[src/rtl/fib_sequencer.sv]
// fib_sequencer: control sequencer that walks the shared ALU/register-file
// datapath through a Fibonacci-style run of programmable length.
// Step 0 loads the seed into R1 (add-immediate). Each later step adds the
// two previously written registers into the next register. Destinations
// rotate through R1..R(NREGS-1), so runs may be longer than the register file.
// Optional feature: define FIB_SEQ_LOOP_EN to restart the captured run
// forever instead of returning to idle.
// REG_AW is intended to lie in 2..4.
module fib_sequencer #(
  parameter int         REG_AW  = 4,
  parameter int         DATA_W  = 16,
  parameter int         LEN_W   = 16,
  parameter logic [7:0] OP_ADD  = 8'h05,
  parameter logic [7:0] OP_ADDI = 8'h50
) (
  input  logic                   clk,
  input  logic                   reset,
  input  logic                   start,
  input  logic                   step_en,
  input  logic [LEN_W-1:0]       length,
  input  logic [DATA_W-1:0]      seed,
  output logic                   busy,
  output logic                   done,
  output logic [7:0]             alu_op,
  output logic [2*REG_AW-1:0]    muxes,
  output logic [(1<<REG_AW)-1:0] regs_en,
  output logic [DATA_W-1:0]      imm
);

  localparam int NREGS = 1 << REG_AW;

  typedef enum logic [1:0] {ST_IDLE, ST_INIT, ST_RUN, ST_DONE} state_t;

  // Next destination register; R0 is skipped so it keeps reading as zero.
  function automatic logic [REG_AW-1:0] next_dest(input logic [REG_AW-1:0] d);
    if (d == REG_AW'(NREGS - 1)) return REG_AW'(1);
    return d + 1'b1;
  endfunction

  function automatic logic [NREGS-1:0] onehot(input logic [REG_AW-1:0] d);
    return NREGS'(1) << d;
  endfunction

  state_t              state_q, state_n;
  logic [LEN_W-1:0]    len_q, len_n;
  logic [LEN_W-1:0]    cnt_q, cnt_n;
  logic [LEN_W-1:0]    cnt_inc;
  logic                last_word;
  logic [REG_AW-1:0]   dest_q, dest_n;
  logic [REG_AW-1:0]   src_a_q, src_a_n;
  logic [REG_AW-1:0]   src_b_q, src_b_n;
  logic [7:0]          alu_op_q, alu_op_n;
  logic [DATA_W-1:0]   imm_q, imm_n;
  logic                busy_q, busy_n;
  logic                done_q, done_n;
`ifdef FIB_SEQ_LOOP_EN
  logic [DATA_W-1:0]   seed_q, seed_n;
`endif

  // Counter never exceeds len_q, so the increment cannot overflow.
  assign cnt_inc   = cnt_q + 1'b1;
  assign last_word = (cnt_inc == len_q);

  assign busy    = busy_q;
  assign done    = done_q;
  assign alu_op  = alu_op_q;
  assign muxes   = {src_a_q, src_b_q};
  assign imm     = imm_q;

  // Write enable is the only combinational output: gated by step_en so a
  // stalled word never writes.
  assign regs_en = (((state_q == ST_INIT) || (state_q == ST_RUN)) && step_en)
                   ? onehot(dest_q) : '0;

  // State and registered-output update.
  always_ff @(posedge clk or negedge reset) begin
    if (!reset) begin
      state_q  <= ST_IDLE;
      len_q    <= '0;
      cnt_q    <= '0;
      dest_q   <= '0;
      src_a_q  <= '0;
      src_b_q  <= '0;
      alu_op_q <= '0;
      imm_q    <= '0;
      busy_q   <= 1'b0;
      done_q   <= 1'b0;
`ifdef FIB_SEQ_LOOP_EN
      seed_q   <= '0;
`endif
    end else begin
      state_q  <= state_n;
      len_q    <= len_n;
      cnt_q    <= cnt_n;
      dest_q   <= dest_n;
      src_a_q  <= src_a_n;
      src_b_q  <= src_b_n;
      alu_op_q <= alu_op_n;
      imm_q    <= imm_n;
      busy_q   <= busy_n;
      done_q   <= done_n;
`ifdef FIB_SEQ_LOOP_EN
      seed_q   <= seed_n;
`endif
    end
  end

  // Next state and next control word; everything holds unless a word is
  // consumed or a run is started.
  always_comb begin
    state_n  = state_q;
    len_n    = len_q;
    cnt_n    = cnt_q;
    dest_n   = dest_q;
    src_a_n  = src_a_q;
    src_b_n  = src_b_q;
    alu_op_n = alu_op_q;
    imm_n    = imm_q;
    busy_n   = busy_q;
    done_n   = 1'b0;
`ifdef FIB_SEQ_LOOP_EN
    seed_n   = seed_q;
`endif
    case (state_q)
      ST_IDLE: begin
        if (start) begin
          len_n = length;
          cnt_n = '0;
`ifdef FIB_SEQ_LOOP_EN
          seed_n = seed;
`endif
          if (length == '0) begin
            state_n = ST_DONE;
            done_n  = 1'b1;
            busy_n  = 1'b0;
          end else begin
            state_n  = ST_INIT;
            busy_n   = 1'b1;
            alu_op_n = OP_ADDI;
            src_a_n  = '0;
            src_b_n  = '0;
            dest_n   = REG_AW'(1);
            imm_n    = seed;
          end
        end
      end
      ST_INIT, ST_RUN: begin
        if (step_en) begin
          if (last_word) begin
            cnt_n  = '0;
            done_n = 1'b1;
`ifdef FIB_SEQ_LOOP_EN
            // Restart the captured run immediately with the INIT word.
            state_n  = ST_INIT;
            busy_n   = 1'b1;
            alu_op_n = OP_ADDI;
            src_a_n  = '0;
            src_b_n  = '0;
            dest_n   = REG_AW'(1);
            imm_n    = seed_q;
`else
            state_n  = ST_DONE;
            busy_n   = 1'b0;
            alu_op_n = '0;
            src_a_n  = '0;
            src_b_n  = '0;
            dest_n   = '0;
            imm_n    = '0;
`endif
          end else begin
            // Sources slide along the destination history: {d(k-1), d(k)}.
            state_n  = ST_RUN;
            cnt_n    = cnt_inc;
            alu_op_n = OP_ADD;
            src_a_n  = src_b_q;
            src_b_n  = dest_q;
            dest_n   = next_dest(dest_q);
            imm_n    = '0;
          end
        end
      end
      ST_DONE: begin
        state_n = ST_IDLE;
      end
      default: begin
        state_n = ST_IDLE;
      end
    endcase
  end

endmodule
[config.mk]
export PLATFORM = sky130hd
export DESIGN_NAME = fib_sequencer
export DESIGN_NICKNAME = d
export VERILOG_FILES = /design/src/rtl/fib_sequencer.sv
export SDC_FILE = /design/constraint.sdc
export NUM_CORES = 1
export LEC_CHECK = 0
export CORE_ASPECT_RATIO = 0.5
export CORE_MARGIN = 3
export CORE_UTILIZATION = 35
export DETAILED_ROUTE_END_ITERATION = 8
export SLEW_MARGIN = 20
export SYNTH_ARGS = -nofsm -noshare
export SYNTH_HDL_FRONTEND = slang
export SYNTH_SLANG_ARGS = --single-unit
[constraint.sdc]
create_clock -name clk -period 5.55 [get_ports clk]
set_clock_uncertainty 0.2 [all_clocks]
set_input_delay 0.8325 -clock clk [delete_from_list [all_inputs] [get_ports clk]]
set_output_delay 0.8325 -clock clk [all_outputs]
set_load 0.02 [all_outputs]
# ---- After elaboration in Yosys (flattened, before gate mapping)
# Cells that the tools add are included.
dict set report totals {
  regBits 72
  input_bits 36
  out_inout_bits 50
  wordCells 81
}
dict set report op_classes {
  add_sub_neg 2
  n_eq_ne 9
  shift 1
  muxes 48
  reduce_logical 11
}
# cell n
set op_table {}
lappend op_table {{$mux 16} 7}
lappend op_table {{$pmux 16 s2} 2}
lappend op_table {{$mux 4} 12}
lappend op_table {{$mux 8} 3}
lappend op_table {{$pmux 4 s2} 3}
lappend op_table {{$add 16x1->16 const B} 1}
lappend op_table {{$eq 16x16->1} 1}
lappend op_table {{$logic_not 16->1} 1}
lappend op_table {{$pmux 8 s2} 1}
lappend op_table {{$shl 1x4->16 const A} 1}
lappend op_table {{$mux 1} 13}
lappend op_table {{$ne 2x2->1 const B} 4}
lappend op_table {{$reduce_and 4->1} 2}
lappend op_table {{$mux 2} 3}
lappend op_table {{$pmux 2 s3} 1}
lappend op_table {{$add 4x1->4 const B} 1}
lappend op_table {{$eq 2x2->1 const B} 2}
lappend op_table {{$eq 4x4->1 const B} 1}
lappend op_table {{$pmux 1 s2} 2}
lappend op_table {{$reduce_and 2->1} 2}
lappend op_table {{$mux 3} 1}
lappend op_table {{$reduce_and 3->1} 1}
lappend op_table {{$eq 2x1->1 const B} 1}
lappend op_table {{$logic_not 2->1} 1}
lappend op_table {{other kinds (4)} 4}

# ---- Depth between registers and ports, before layout
dict set report logic_depth {
  depth_word 9
  mapped_depth 10
  mapped_depth_nobuf 8
}

# ---- Worst setup path before layout
# Ideal clock, no wire load.
dict set report synth_path {
  kind {register to output}
  startpoint {reg state_q[1]}
  endpoint {out regs_en[9]}
  arrival_time_ps 1834
  required_time_ps 4518
  slack_ps 2683
  stages_incl_launch_ff 8
  n_path_buf 3
  cell_sequence {dfrtp_1 -> inv_1 -> ha_1 -> clkbuf_1 -> clkbuf_1 -> clkbuf_1 -> nand3_1 -> nor2_1}
}
dict set report synth_via {
  elab_chain_cells 4
  elab_cells_between_ends 5
  cone_classes {2 x eq/ne; 1 x mux; 2 x reduce/logical}
}
# element line
set synth_rtl {}
lappend synth_rtl {{start, declared} 44} ;# state_t state_q, state_n;
lappend synth_rtl {{start signal, assigned} 92} ;# state_q <= state_n;
lappend synth_rtl {{$eq 2x1->1 or $eq 2x2->1 (tied branches)} 72} ;# assign regs_en = (((state_q == ST_INIT) || (state_q == ST_RUN)) && step_en)
lappend synth_rtl {{$logic_or 1x1->1 *} 72}
lappend synth_rtl {{$logic_and 1x1->1 *} 72}
lappend synth_rtl {{$mux 16 *} 73} ;# ? onehot(dest_q) : '0;
lappend synth_rtl {{end, declared} 26} ;# output logic [(1<<REG_AW)-1:0] regs_en,
# Mark *: on every way between the ends. The rest lies on a longest branch, timed or not.

# ---- Final worst setup path
dict set report layout_path {
  startpoint {in step_en}
  endpoint {out regs_en[3]}
}
dict set report layout_via {
  elab_chain_cells 2
}
# element line
set layout_rtl {}
lappend layout_rtl {{start, declared} 19} ;# input logic step_en,
lappend layout_rtl {{$logic_and 1x1->1} 72}
lappend layout_rtl {{$mux 16} 73}
# No other way between the ends.

==> results.toml <==
[worst_setup_path]
ff2ff_path_depth = 6
cpMaxStageDelayCell = "clkdlybuf4s50_1"
crit_path_cell_trace = "clkdlybuf4s50_1 -> nand2_1 -> nor2_1 -> and2_1 -> clkdlybuf4s50_1"
required_ns = 4.52
reg2reg_slack_ns = 2.35
rr_startpoint = "cnt_q[3]$_DFFE_PN0P_"
crit_path_end_kind = "primary output"
path_class = "in -> out"
start_kind = "input port"
worstReg2RegEnd = "dest_q[0]$_DFFE_PN0P_"
crit_fanout = 8
cp_common_cell = "clkdlybuf4s50_1"
worstPathArrival_ns = 2.65
critical_path.max_stage_delay_ns = 0.60

[placed_design]
routabilityCongestion = 0.8562
numPortBuffers = 81
dp_slack_ns = 1.684
hpwlAfterDp_um = 6540

[clock_network]
numClockSinks = 66
cts_hold_buf = 0
clockBufferDepth = 2
htreeDepth = 3
cts-buffers-inserted = 9
cts_root_buffer = "clkbuf_16"
postCtsSetupBuffers = 0
post_cts_resize_count = 0
path_clk_slew_ns = 0.05
clock_latency_ns = 0.33
cts_tree = "yes"

[logic_synthesis]
yosys_most_used_dff = "dfrtp_1"
synthCells = 392
yosys_warnings = 0
synth_cell_types = 55
synth_top_cell_by_area = "dfrtp_1"
synth_area_leaders = "dfrtp_1 (43%), a32o_1 (5.7%), mux2_2 (5.0%)"
syn_area_sq_um = 3845
synth_edf_count = 0
synth-seq-cells = 66
async_reset_ff_frac = 1.000
avgSynthCellArea_sq_um = 9.809
yosysSeqAreaShare = 0.4295
yosys.area.top_type_share = 0.4295

[layout]
multiInputGateArea_sq_um = 1971
layout-drive-gt1-share = 0.1039
area_growth_pct = 30.17
antenna_cells = 0
fillers = 986
nets = 503
seq_area_sq_um = 1652

[sta]
maxSlewHeadroom = 0.3423
hold_slack_ns = 0.2811
worst_slew_pin_slew_ns = 0.9866
hold_viol = 0
finalCritPeriodShare = 0.6631
finalMaxSlewViolations = 0
setup_tns_ns = 0
fmaxAchievable_mhz = 271.7
fin_crit_ns = 3.680
setup-violations-final = 0
worst_slack_ns = 1.870
grt_setup_unrepaired = "no"

[floorplan]
die_w_um = 154.2
start_util = 0.3682
rows = 26
core_area_sq_um = 10440
die_area_sq_um = 12360
die_y_um = 80.12
io_pins = 86

[power]
finalPower_w = 0.002695
p_sw_frac = 0.3955
p_leak_nw = 1.993
ir_drop_v = 0.0003288
power_frac_comb = 0.485
power_frac_clock = 0.212
p_switching_w = 0.001066
intPower_w = 0.001629
cellPowerDensity_nw_per_um2 = 538.6
power_frac_seq = 0.303

[route]
wl_per_cell_um = 15.59
drt_iter0_drc = 179
wirelength_um = 9388
drc = 0
firstDrtPassIters = 4
ant_nets = 0
vias_per_cell = 5.256
num_vias = 3164

[run]
cap_violations = 0

[global_routing]
grt_max_degree = 48
antenna_found_initial = 0
track_usage = 0.1571
grt_pass1_wl_um = 15400
gr-total-overflow = 0
first_global_vias = 3104

[hold_path]
min_path_type = "reg -> reg"
hold_start = "imm[7]$_DFFE_PN0P_"
min_to = "imm[7]$_DFFE_PN0P_"
worstHoldPathCells = 2

[status]
run_status = "complete, no violations"
-- cells in the mapped netlist, types with 4 or more instances --
library cell,n
xor2_1,6
clkbuf_1,18
mux2_2,17
nor4_1,5
buf_4,8
nand2b_1,21
a22o_1,7
inv_1,14
nand4_1,5
o21ai_1,14
nor3_1,12
nor2_1,23
and3_1,4
a32o_1,22
o21ai_0,20
buf_2,4
xnor2_1,16
buf_6,4
nand3_1,13
ha_1,10
nand2_1,34
dfrtp_1,66
-- area by class of cell --
| cell class | count | share of cell area |
|---|---|---|
| sequential | 66 | 0.3300 |
| tap | 140 | 0.03500 |
| clock inverter | 2 | 0.007000 |
| timing repair buffer | 85 | 0.1710 |
| clock buffer | 14 | 0.05275 |
| inverter | 14 | 0.01050 |
| multi-input combinational | 281 | 0.3938 |
-- metal layers --
| metal | vias up | routed length, um | track usage |
|---|---|---|---|
| li1 | 1533 | - | - |
| met1 | 1537 | 4446 | 0.2124 |
| met2 | 82 | 4302 | 0.2461 |
| met3 | 12 | 523 | 0.04467 |
| met4 | 0 | 117 | 0.04758 |
| met5 | - | 0 | 0 |
-- registers in the layout, summed over array words and instances (netlist names) --
name     cells
len_q       16
cnt_q       16
imm         16
state_q      2
dest_q       4
src_b_q      4
src_a_q      4
alu_op       2
done         1
busy         1
-- power by group through the flow --
stage               registers (W)  logic [W]  clock network (W)
floorplan                0.000858   0.000831                  0
detailed placement       0.000824    0.00128                  0
global placement         0.000823    0.00127                  0
finish                   0.000817    0.00131           0.000570
CTS                      0.000820    0.00129           0.000590
global route             0.000843    0.00145           0.000610
-- per-stage QoR --
step,cells,area [sq um],util
CTS,601,4977,0.4766
finish,602,5005,0.4793
detailed placement,585,4678,0.4480
global route,602,5005,0.4793
floorplan,395,3856,-
global placement,585,4678,0.4480
-- cell usage in the layout, fill, tap and decap left out, types with 3 or more instances in the layout --
| cell type | n |
|---|---|
| clkdlybuf4s50_1 | 80 |
| dfrtp_1 | 66 |
| nand2_1 | 34 |
| nor2_1 | 23 |
| a32o_1 | 22 |
| nand2b_1 | 21 |
| o21ai_0 | 20 |
| mux2_2 | 17 |
| xnor2_1 | 16 |
| inv_1 | 14 |
| nand3_1 | 13 |
| o21ai_1 | 13 |
| nor3_1 | 12 |
| ha_1 | 10 |
| clkbuf_16 | 9 |
| a22o_1 | 7 |
| xor2_1 | 6 |
| nor4_1 | 5 |
| nand4_1 | 5 |
| and3_1 | 4 |
| conb_1 | 4 |
| or3_1 | 3 |
| o31ai_1 | 3 |
| a31oi_1 | 3 |
| a21oi_1 | 3 |
| and2_1 | 3 |
| nor2b_1 | 3 |
| clkbuf_1 | 3 |
| buf_4 | 3 |
-- critical path: cells and delay by family --
family / cells / cell delay, ns
and+or+nand+nor: 3 / 0.62
buffers and inverters: 2 / 1.19
-- cells by family (layout without fill, tap and decap cells) --
group	Yosys count	count (layout)	synth area share
adders and majority gates	10	10	0.03254
AOI/OAI and AO/OA	90	90	0.1787
xor gates and xnor gates	22	22	0.05011
muxes	18	18	0.05239
other	1	4	0.0009753
DFF	66	66	0.4295
buffers and inverters	48	115	0.06378
and+or+nand+nor	137	137	0.1920
-- how the worst max path moves through the flow --
stage                                 startpoint  cells after the start  slack [ns]               endpoint
after floorplan           state_q[1]$_DFFE_PN0P_                      7        2.68             regs_en[9]
after global placement                length[10]                      6        1.75  dest_q[0]$_DFFE_PN0P_
after detailed placement              length[13]                      6        1.68  dest_q[0]$_DFFE_PN0P_
after CTS                                step_en                      5        1.85             regs_en[3]
after global routing                     step_en                      5        1.76             regs_en[3]
final                                    step_en                      5        1.87             regs_en[3]
(Power assumes the default switching activity.)
